**config.mk**
```make
export PLATFORM = sky130hd
export DESIGN_NAME = muldiv_unit_flat
export DESIGN_NICKNAME = d
export VERILOG_FILES = /design/src/rtl/muldiv_unit_if.sv /design/src/rtl/muldiv_unit.sv /design/src/flat_wrapper.sv
export SDC_FILE = /design/constraint.sdc
export NUM_CORES = 1
export LEC_CHECK = 0
export BUFFER_PORTS_ARGS = -buffer_cell sky130_fd_sc_hd__buf_2
export CORE_MARGIN = 2
export CORE_UTILIZATION = 50
export CTS_BUF_LIST = sky130_fd_sc_hd__clkbuf_4
export DETAILED_ROUTE_END_ITERATION = 10
export PLACE_DENSITY = 0.66
export SLEW_MARGIN = 5
export SYNTH_ARGS = -nofsm -noshare
export SYNTH_HDL_FRONTEND = slang
export SYNTH_SLANG_ARGS = --single-unit
```
**constraint.sdc**
```tcl
create_clock -name clk -period 3.8 [get_ports clk]
set_clock_uncertainty 0.1 [all_clocks]
set_input_delay 0 -clock clk [delete_from_list [all_inputs] [get_ports clk]]
set_output_delay 0 -clock clk [all_outputs]
set_load 0.005 [all_outputs]
```
**src/rtl/muldiv_unit_if.sv**
```systemverilog
// Operand/result bundle between the control unit (master) and the multiply/divide unit (slave).
// Carries the start request, opcode and operands in, and busy/done plus the HI/LO registers out.
interface muldiv_unit_if #(
    parameter int DW = 32
);
    logic          start;
    logic [2:0]    op;
    logic [DW-1:0] A;
    logic [DW-1:0] B;
    logic          busy;
    logic          done;
    logic [DW-1:0] hi;
    logic [DW-1:0] lo;

    modport master (output start, op, A, B, input busy, done, hi, lo);
    modport slave  (input start, op, A, B, output busy, done, hi, lo);
endinterface

```
**src/rtl/muldiv_unit.sv**
```systemverilog
// Iterative MULT/MULTU/DIV/DIVU into HI/LO plus single-cycle MTHI/MTLO writes.
// Latency DW+1 busy cycles, done pulses one cycle later; start is ignored while busy (no queueing).
module muldiv_unit #(
    parameter int DW = 32
) (
    input  logic         clk,
    input  logic         rst,
    muldiv_unit_if.slave bus
);
    localparam int CW = $clog2(DW);

    typedef enum logic [1:0] {IDLE, CALC, FIX} state_t;

    state_t          state, state_nxt;
    logic [CW-1:0]   cnt;
    logic            is_div, neg_main, neg_rem, div_zero;
    logic [DW-1:0]   opnd;
    logic [2*DW-1:0] acc;
    logic [DW-1:0]   hi_q, lo_q;
    logic            busy_q, done_q;

    logic            sign_a, sign_b;
    logic [DW-1:0]   mag_a, mag_b;
    logic [DW-1:0]   mul_add;
    logic [DW:0]     mul_sum;
    logic [DW:0]     div_t, div_r;
    logic            div_ge;
    logic [2*DW-1:0] mul_nxt, div_nxt, prod_s;
    logic [DW-1:0]   quot_s, rem_s;

    assign bus.busy = busy_q;
    assign bus.done = done_q;
    assign bus.hi   = hi_q;
    assign bus.lo   = lo_q;

    // Operand conditioning: even opcodes (MULT/DIV) are the signed flavours.
    always_comb begin
        sign_a = ~bus.op[0] & bus.A[DW-1];
        sign_b = ~bus.op[0] & bus.B[DW-1];
        mag_a  = sign_a ? -bus.A : bus.A;
        mag_b  = sign_b ? -bus.B : bus.B;
    end

    // acc holds {partial product, multiplier} or {remainder, dividend/quotient}.
    always_comb begin
        mul_add = acc[0] ? opnd : '0;
        mul_sum = {1'b0, acc[2*DW-1:DW]} + {1'b0, mul_add};
        mul_nxt = {mul_sum, acc[DW-1:1]};
        div_t   = acc[2*DW-1:DW-1];
        div_ge  = div_t >= {1'b0, opnd};
        div_r   = div_ge ? (div_t - {1'b0, opnd}) : div_t;
        div_nxt = {div_r[DW-1:0], acc[DW-2:0], div_ge};
        prod_s  = neg_main ? -acc : acc;
        rem_s   = neg_rem ? -acc[2*DW-1:DW] : acc[2*DW-1:DW];
        if (div_zero)
            quot_s = '1;
        else
            quot_s = neg_main ? -acc[DW-1:0] : acc[DW-1:0];
    end

    always_comb begin
        state_nxt = state;
        case (state)
            IDLE: if (bus.start && !bus.op[2]) state_nxt = CALC;
            CALC: if (cnt == CW'(DW-1))         state_nxt = FIX;
            FIX:                                state_nxt = IDLE;
            default:                            state_nxt = IDLE;
        endcase
    end

    always_ff @(posedge clk) begin
        if (!rst) begin
            state    <= IDLE;
            cnt      <= '0;
            is_div   <= 1'b0;
            neg_main <= 1'b0;
            neg_rem  <= 1'b0;
            div_zero <= 1'b0;
            opnd     <= '0;
            acc      <= '0;
            hi_q     <= '0;
            lo_q     <= '0;
            busy_q   <= 1'b0;
            done_q   <= 1'b0;
        end else begin
            state  <= state_nxt;
            busy_q <= (state_nxt != IDLE);
            done_q <= 1'b0;
            case (state)
                IDLE: begin
                    if (bus.start) begin
                        case (bus.op)
                            3'd0, 3'd1, 3'd2, 3'd3: begin
                                is_div   <= bus.op[1];
                                neg_main <= sign_a ^ sign_b;
                                neg_rem  <= sign_a;
                                div_zero <= bus.op[1] && (bus.B == '0);
                                cnt      <= '0;
                                if (bus.op[1]) begin
                                    opnd <= mag_b;
                                    acc  <= {{DW{1'b0}}, mag_a};
                                end else begin
                                    opnd <= mag_a;
                                    acc  <= {{DW{1'b0}}, mag_b};
                                end
                            end
                            3'd4:    hi_q <= bus.A;
                            3'd5:    lo_q <= bus.A;
                            default: ;
                        endcase
                    end
                end
                CALC: begin
                    acc <= is_div ? div_nxt : mul_nxt;
                    cnt <= cnt + CW'(1);
                end
                FIX: begin
                    done_q <= 1'b1;
                    if (is_div) begin
                        hi_q <= rem_s;
                        lo_q <= quot_s;
                    end else begin
                        hi_q <= prod_s[2*DW-1:DW];
                        lo_q <= prod_s[DW-1:0];
                    end
                end
                default: ;
            endcase
        end
    end
endmodule

```
**src/flat_wrapper.sv**
```systemverilog
// flat-port wrapper written by rule: the top's interface ports become plain ports
module muldiv_unit_flat 
#(
    parameter int DW = 32
)
  (clk, rst, bus_start, bus_op, bus_A, bus_B, bus_busy, bus_done, bus_hi, bus_lo);
  muldiv_unit_if #(.DW(DW)) bus_i ();
  input  logic clk;
  input  logic rst;
  input wire logic [$bits(bus_i.start)-1:0] bus_start;
  input wire logic [$bits(bus_i.op)-1:0] bus_op;
  input wire logic [$bits(bus_i.A)-1:0] bus_A;
  input wire logic [$bits(bus_i.B)-1:0] bus_B;
  output wire logic [$bits(bus_i.busy)-1:0] bus_busy;
  output wire logic [$bits(bus_i.done)-1:0] bus_done;
  output wire logic [$bits(bus_i.hi)-1:0] bus_hi;
  output wire logic [$bits(bus_i.lo)-1:0] bus_lo;
  assign bus_i.start = bus_start;
  assign bus_i.op = bus_op;
  assign bus_i.A = bus_A;
  assign bus_i.B = bus_B;
  assign bus_busy = bus_i.busy;
  assign bus_done = bus_i.done;
  assign bus_hi = bus_i.hi;
  assign bus_lo = bus_i.lo;
  muldiv_unit #(.DW(DW)) u_core (.clk(clk), .rst(rst), .bus(bus_i));
endmodule
```
==> run summary, run 1 <==
Vias per cell -> 6.45
GRT Overall Usage -> 36.7%
CTS Root Cell -> clkbuf_4
Worst-skew pair later-pin latency -> 630 ps
Crit path launch type -> register
Actual slew at the worst max-slew pin -> 988 ps
WL per Instance -> 22.8 um
Sink Count -> 173
Nets -> 2318
Initial Util -> 50.4%
Cell-internal power -> 2.86 mW
Die Ht -> 176 um
Critical path fanouts, max -> 6
Hold Fails Final Rpt -> 0
Tmin final -> 3560 ps
Share of post-route cells with drive strength above 1 -> 13.9%
Io pins -> 136
Vias -> 16.6k
Most frequent cells in the layout -> a21oi_1, nor2_1, nand2_1
Num CTS Buffers -> 17
Cells along the critical path -> inv_1, ha_1, nand2_1, nor3_1, and4_1, a31oi_1, a21boi_0, a2111oi_4, buf_4, buf_4, or4_1, a32oi_1
Switching share of total power -> 40.9%
DRT antenna net count -> 0
Design area -> 17200 sq um
Vias in the first global route -> 14.8k
Logic pwr share -> 35.5%
Mapped Cells -> 2001
Most frequent CP cell -> buf_4
Setup slack, reg-to-reg -> 240 ps
Clock Path Buffers -> 2
Reg2reg end -> u_core.acc[62]
Port buffer count -> 135
Placed Cells -> 2464
Reg-to-Reg Start -> u_core.opnd[16]
Max H-tree Level -> 4
Max-cap violations -> 0
Crit. End Element -> register
Required time worst endpoint -> 4260 ps
Commonest non-fill, non-tap cell in the layout -> a21oi_1
Setup TNS -> 0 ps
Slew HR -> 33.8%
Worst Hold Class -> primary input to register
P_leak -> 7.21 nW
Ys Warns -> 0
Ys async rst share -> 0%
Initial antenna violation count -> 1
Total grt overflow -> 0
Hold path endpoint -> u_core.bus.hi[28]
PD cells -> 281 nW/um^2
Tot Pwr -> 4.84 mW
Power share of the clock group -> 23.2%
Sequential area share after synthesis -> 23.4%
First-pass GRT wire length -> 88300 um
Crit path kind -> register to register
Area of the multi-input gates -> 10600 sq um
GPL Wtd Cong -> 0.973
Status -> finished clean
Synth Flop Type -> dfxtp_1
Final setup fails -> 0
Hold path depth -> 4
Arr. time, crit path -> 4020 ps
Pin count of the biggest net entering global routing -> 74
CTS tree -> done
Unrepaired setup endpoints after global routing -> no
Reg2Reg Depth -> 12
Synthesized area -> 14800 sq um
Yosys reg bits -> 173
Count of final max-slew check failures -> 0
Synthesized area per cell -> 7.41 sq um
NetSw -> 1.98 mW
Worst path slowest cell -> or4_1
DP HPWL -> 44100 um
Max incr delay on CP -> 600 ps
DRT Wirelength -> 58900 um
Storage element area -> 3460 sq um
Post-route clock period utilization -> 93.7%
DRT iter0 DRCs -> 2330
Placed standard-cell area -> 16100 sq um
Synthesis-to-layout area growth -> 16.1%
Final Util -> 58.5%
Die Span X -> 176 um
Max Fclk -> 281 MHz
Core area -> 29400 sq um
Post-Syn Nets -> 2143
Share of power burned in registers -> 41.4%
Cell row count -> 63
First-pass iteration count of the detailed router -> 6
Yosys cell types -> 83
Worst IR Drop VDD -> 0.000167 V
Hold Startpoint -> bus_A[28]
# DRC -> 0
CTS clk-pin slew, worst paths -> 200 ps
Die area -> 31100 sq um
Cell Count, Final, Fillers Out -> 2580
EDFF count, synth -> 0
Filler instances -> 2706
==> timing repair <==
action / 4_1_cts / 5_1_grt
gates resized for setup: 0 / 3
endpoints found under the setup margin: 0 / 15
setup buffers: 0 / 3
hold endpoints to repair: 133 / 0
hold buffers: 80 / 0
==> through the flow <==
stage | hold WS [ps] | setup WS [ps]
2_1_floorplan | 54.8 | 483
3_3_place_gp | 227 | 214
3_5_place_dp | 228 | 148
4_1_cts | 109 | 104
5_1_grt | 156 | 20.2
6_report | 145 | 239
==> final cells by class <==
cell class	instances	area share, %
well taps	390	2.84
clock inverters	15	0.872
inverters	66	1.44
repair buffers	300	12.5
clock buffers	17	0.742
flip-flops and latches	173	20.1
diodes	1	0.0145
multi-input cells	1618	61.5
==> synthesized netlist by cell type (all sizes together), types with 14 or more instances <==
master | instances | area, sq um
or4 | 17 | 139
clkbuf | 114 | 429
ha | 70 | 876
buf | 30 | 143
o21a | 18 | 135
dfxtp | 173 | 3460
xor2 | 82 | 718
nor2 | 206 | 773
o21ai | 147 | 736
mux2 | 19 | 214
a31oi | 34 | 213
nor2b | 15 | 93.8
o31ai | 24 | 180
a21oi | 210 | 1050
a21o | 26 | 195
a221oi | 31 | 272
o22ai | 20 | 125
inv | 66 | 248
nand2b | 20 | 133
xnor2 | 89 | 780
a22oi | 14 | 105
o221ai | 14 | 123
o211ai | 20 | 150
mux2i | 71 | 711
nand2 | 179 | 672
nand3 | 43 | 215
nor4 | 26 | 220
nor3 | 49 | 245
or3 | 17 | 106
==> flip-flops by register name, indices dropped and copies added (netlist names) <==
register and flops:
u_core.acc 64, u_core.bus.hi 32, u_core.bus.lo 32, u_core.opnd 32
u_core.cnt 5, u_core.state 2, u_core.bus.busy 1, u_core.bus.done 1
u_core.div_zero 1, u_core.is_div 1, u_core.neg_main 1, u_core.neg_rem 1
==> power groups by stage <==
stage | Clock [mW] | Sequential, mW | Combinational (mW)
finish | 1.12 | 2.00 | 1.71
global route | 1.19 | 2.01 | 1.83
CTS | 1.12 | 1.99 | 1.64
detailed placement | 0 | 2.03 | 1.56
global placement | 0 | 2.03 | 1.55
floorplan | 0 | 1.99 | 1.05
==> layer usage <==
metal	track usage, %	vias to the layer above	share of wire [%]
li1	-	7644	-
met1	53.3	7912	44
met2	54.7	984	43
met3	7.45	109	11
met4	10.7	0	2.7
met5	0	-	0
==> worst max path at each step <==
stage	start	slack, ps	cells after the start	endpoint
global route	u_core.acc[33]	20	11	u_core.bus.hi[30]
finish	u_core.opnd[16]	240	12	u_core.acc[62]
global placement	u_core.opnd[1]	210	12	u_core.acc[48]
detailed placement	u_core.opnd[1]	150	12	u_core.acc[36]
CTS	u_core.opnd[1]	100	12	u_core.acc[36]
floorplan	u_core.acc[0]	480	15	u_core.acc[58]
==> worst max-delay path, delay by kind of cell, from the launching register on <==
family	cells	cell delay [ps]
AO/OA/AOI/OAI	4	770
adder cells (fa/ha/maj)	1	380
buffers and inverters	3	380
flip-flops	1	470
AND/OR/NAND/NOR	4	1390
==> kinds of logic (layout without fill, tap and decap cells) <==
group	Yosys count	count (layout)	share of synthesized area [%]
muxes	90	90	6.24
and+or+nand+nor	634	634	20.6
xor gates and xnor gates	171	171	10.1
DFF	173	173	23.4
adders and majority gates	72	72	6.18
AOI/OAI and AO/OA	651	651	28.0
buffers and inverters	210	398	5.53
other	0	1	0
Power figures use the tool's default switching activity.
==> inputs of run 2 (changes only) <==
--- a/config.mk
+++ b/config.mk
@@ -10,7 +10,7 @@
 export CORE_UTILIZATION = 50
 export CTS_BUF_LIST = sky130_fd_sc_hd__clkbuf_4
 export DETAILED_ROUTE_END_ITERATION = 10
-export PLACE_DENSITY = 0.66
+export PLACE_DENSITY = 0.8
 export SLEW_MARGIN = 5
 export SYNTH_ARGS = -nofsm -noshare
 export SYNTH_HDL_FRONTEND = slang
==> run summary, run 2 (synthesis results as in run 1) <==
Num CTS Buffers -> 17 (unchanged)
Slew HR -> 26.2% (-7.6 points)
Hold Fails Final Rpt -> 0 (unchanged)
Most frequent cells in the layout -> a21oi_1, nor2_1, nand2_1
Max H-tree Level -> 4 (unchanged)
Share of post-route cells with drive strength above 1 -> 13.0% (-0.85 points)
Core area -> 29400 sq um (unchanged)
Storage element area -> 3460 sq um (unchanged)
Status -> finished clean
Reg-to-Reg Start -> u_core.acc[33]
Area of the multi-input gates -> 10600 sq um (about the same)
# DRC -> 0 (unchanged)
Largest register by flop count -> u_core.acc
Port buffer count -> 135 (unchanged)
Crit path kind -> register to register
PD cells -> 281 nW/um^2 (-0.17%)
Die area -> 31100 sq um (unchanged)
Arr. time, crit path -> 4010 ps (about the same)
Initial antenna violation count -> 3 (+2)
Critical path fanouts, max -> 45 (+39)
Pin count of the biggest net entering global routing -> 77 (+4.1%)
Setup TNS -> 0 ps (unchanged)
P_leak -> 7.11 nW (-1.3%)
Total grt overflow -> 0 (unchanged)
Worst IR Drop VDD -> 0.000173 V (+3.7%)
Setup slack, reg-to-reg -> 180 ps (-60 ps)
Cell Count, Final, Fillers Out -> 2561 (-0.74%)
Actual slew at the worst max-slew pin -> 1110 ps (+117 ps)
GRT Overall Usage -> 36.9% (+0.22 points)
CTS Root Cell -> clkbuf_4
Max Fclk -> 276 MHz (-1.8%)
Vias in the first global route -> 15.4k (+3.8%)
DRT Wirelength -> 59000 um (about the same)
GPL Wtd Cong -> 1.05 (+7.7%)
Worst Hold Class -> primary input to register
DRT iter0 DRCs -> 2859 (+23%)
Synthesis-to-layout area growth -> 14.9%
CTS clk-pin slew, worst paths -> 170 ps (-30 ps)
Hold Startpoint -> bus_A[28]
Post-route clock period utilization -> 95.4% (+1.7 points)
DP HPWL -> 44100 um (about the same)
Final setup fails -> 0 (unchanged)
Vias per cell -> 6.56 (+1.6%)
Vias -> 16.8k (+0.88%)
Hold path endpoint -> u_core.bus.hi[28]
Clock Path Buffers -> 2 (unchanged)
Sink Count -> 173 (unchanged)
Initial Util -> 50.4% (unchanged)
Dpl ws -> 153 ps (+5.31 ps)
DRT antenna net count -> 0 (unchanged)
Crit path launch type -> register
Reg2reg end -> u_core.acc[36]
CTS tree -> done
Hold path depth -> 4 (unchanged)
Final setup margin -> 175 ps (-64.1 ps)
Cell row count -> 63 (unchanged)
Die Ht -> 176 um (unchanged)
Max-cap violations -> 0 (unchanged)
Die Span X -> 176 um (unchanged)
Count of final max-slew check failures -> 0 (unchanged)
First-pass GRT wire length -> 89200 um (+1.0%)
Commonest non-fill, non-tap cell in the layout -> a21oi_1
Placed Cells -> 2444 (-0.81%)
Tmin final -> 3620 ps (+64.1 ps)
Filler instances -> 2692 (-0.52%)
Worst hold margin -> 162 ps (+17.0 ps)
Crit path from -> u_core.acc[33]
Nets -> 2299 (-0.82%)
Max reg flops -> 64 (unchanged)
First-pass iteration count of the detailed router -> 6 (unchanged)
Reg2Reg Depth -> 10 (-2)
Crit. End Element -> register
WL per Instance -> 23.0 um (+0.82%)
Io pins -> 136 (unchanged)
Worst-skew pair later-pin latency -> 610 ps (-20 ps)
Required time worst endpoint -> 4180 ps (-80 ps)
-- run 2: cell count changes in the layout (fill, tap and decap cells not counted), moves of 2 or more --
| cell | change |
|---|---|
| buf_4 | -19 |
| buf_12 | -2 |
| dlygate4sd3_1 | +2 |
| inv_6 | +2 |
| inv_8 | -2 |
-- run 2: how the worst max path moves through the flow --
stage / slack, ps / to / depth (start not counted)
after floorplan: 480 / u_core.acc[58] / 15
after global placement: 210 / u_core.bus.hi[30] / 11
after detailed placement: 150 / u_core.bus.hi[30] / 11
after CTS: 120 / u_core.bus.hi[30] / 11
after global routing: -0.7 / u_core.acc[36] / 10
final: 180 / u_core.acc[36] / 10
-- run 2: power by group --
group | switching [mW] | internal [mW]
logic | 1.04 | 0.638
registers | 0.119 | 1.90
clock network | 0.790 | 0.295
total | 1.95 | 2.83
-- run 2: worst max-delay path, stage by stage (launching register included) --
cell       delay, ps
dfxtp_1          520
ha_1             350
o21a_1           220
o31a_1           150
o31a_1           270
o21ai_1          240
o31ai_1          210
a2111oi_4        670
buf_12           290
o21ai_0          120
a221o_1          330
-- run 2: timing repair --
item                                    4_1_cts  5_1_grt
hold buffers                                 82        0
endpoints found under the setup margin        0        5
setup buffers                                 0        2
gates resized for setup                       0        1
endpoints found under the hold margin       135        0
-- run 2: layout make-up --
cell class	instances	share of cell area (%)
well taps	390	2.86
flip-flops and latches	173	20.3
multi-input cells	1618	62.0
clock buffers	17	0.749
inverters	66	1.45
clock inverters	15	0.866
repair buffers	281	11.7
diodes	1	0.0147
-- run 2: per-stage QoR --
step	cell area, sq um	utilization, %	power (mW)
after floorplan	14800	-	3.04
after global placement	15900	54.1	3.55
after detailed placement	15900	54.1	3.56
after CTS	17000	57.9	4.68
after global routing	17000	58.0	4.95
final	17000	58.0	4.78
-- run 2: layer usage --
| layer | part of all wire, % | track usage (%) | routed length (um) | up-vias |
|---|---|---|---|---|
| met3 | 13 | 10.4 | 7960 | 201 |
| met2 | 41 | 53.6 | 24200 | 1202 |
| met5 | 0.037 | 0 | 22 | - |
| met4 | 4.6 | 15.2 | 2690 | 4 |
| li1 | - | - | - | 7615 |
| met1 | 41 | 51.3 | 24100 | 7774 |
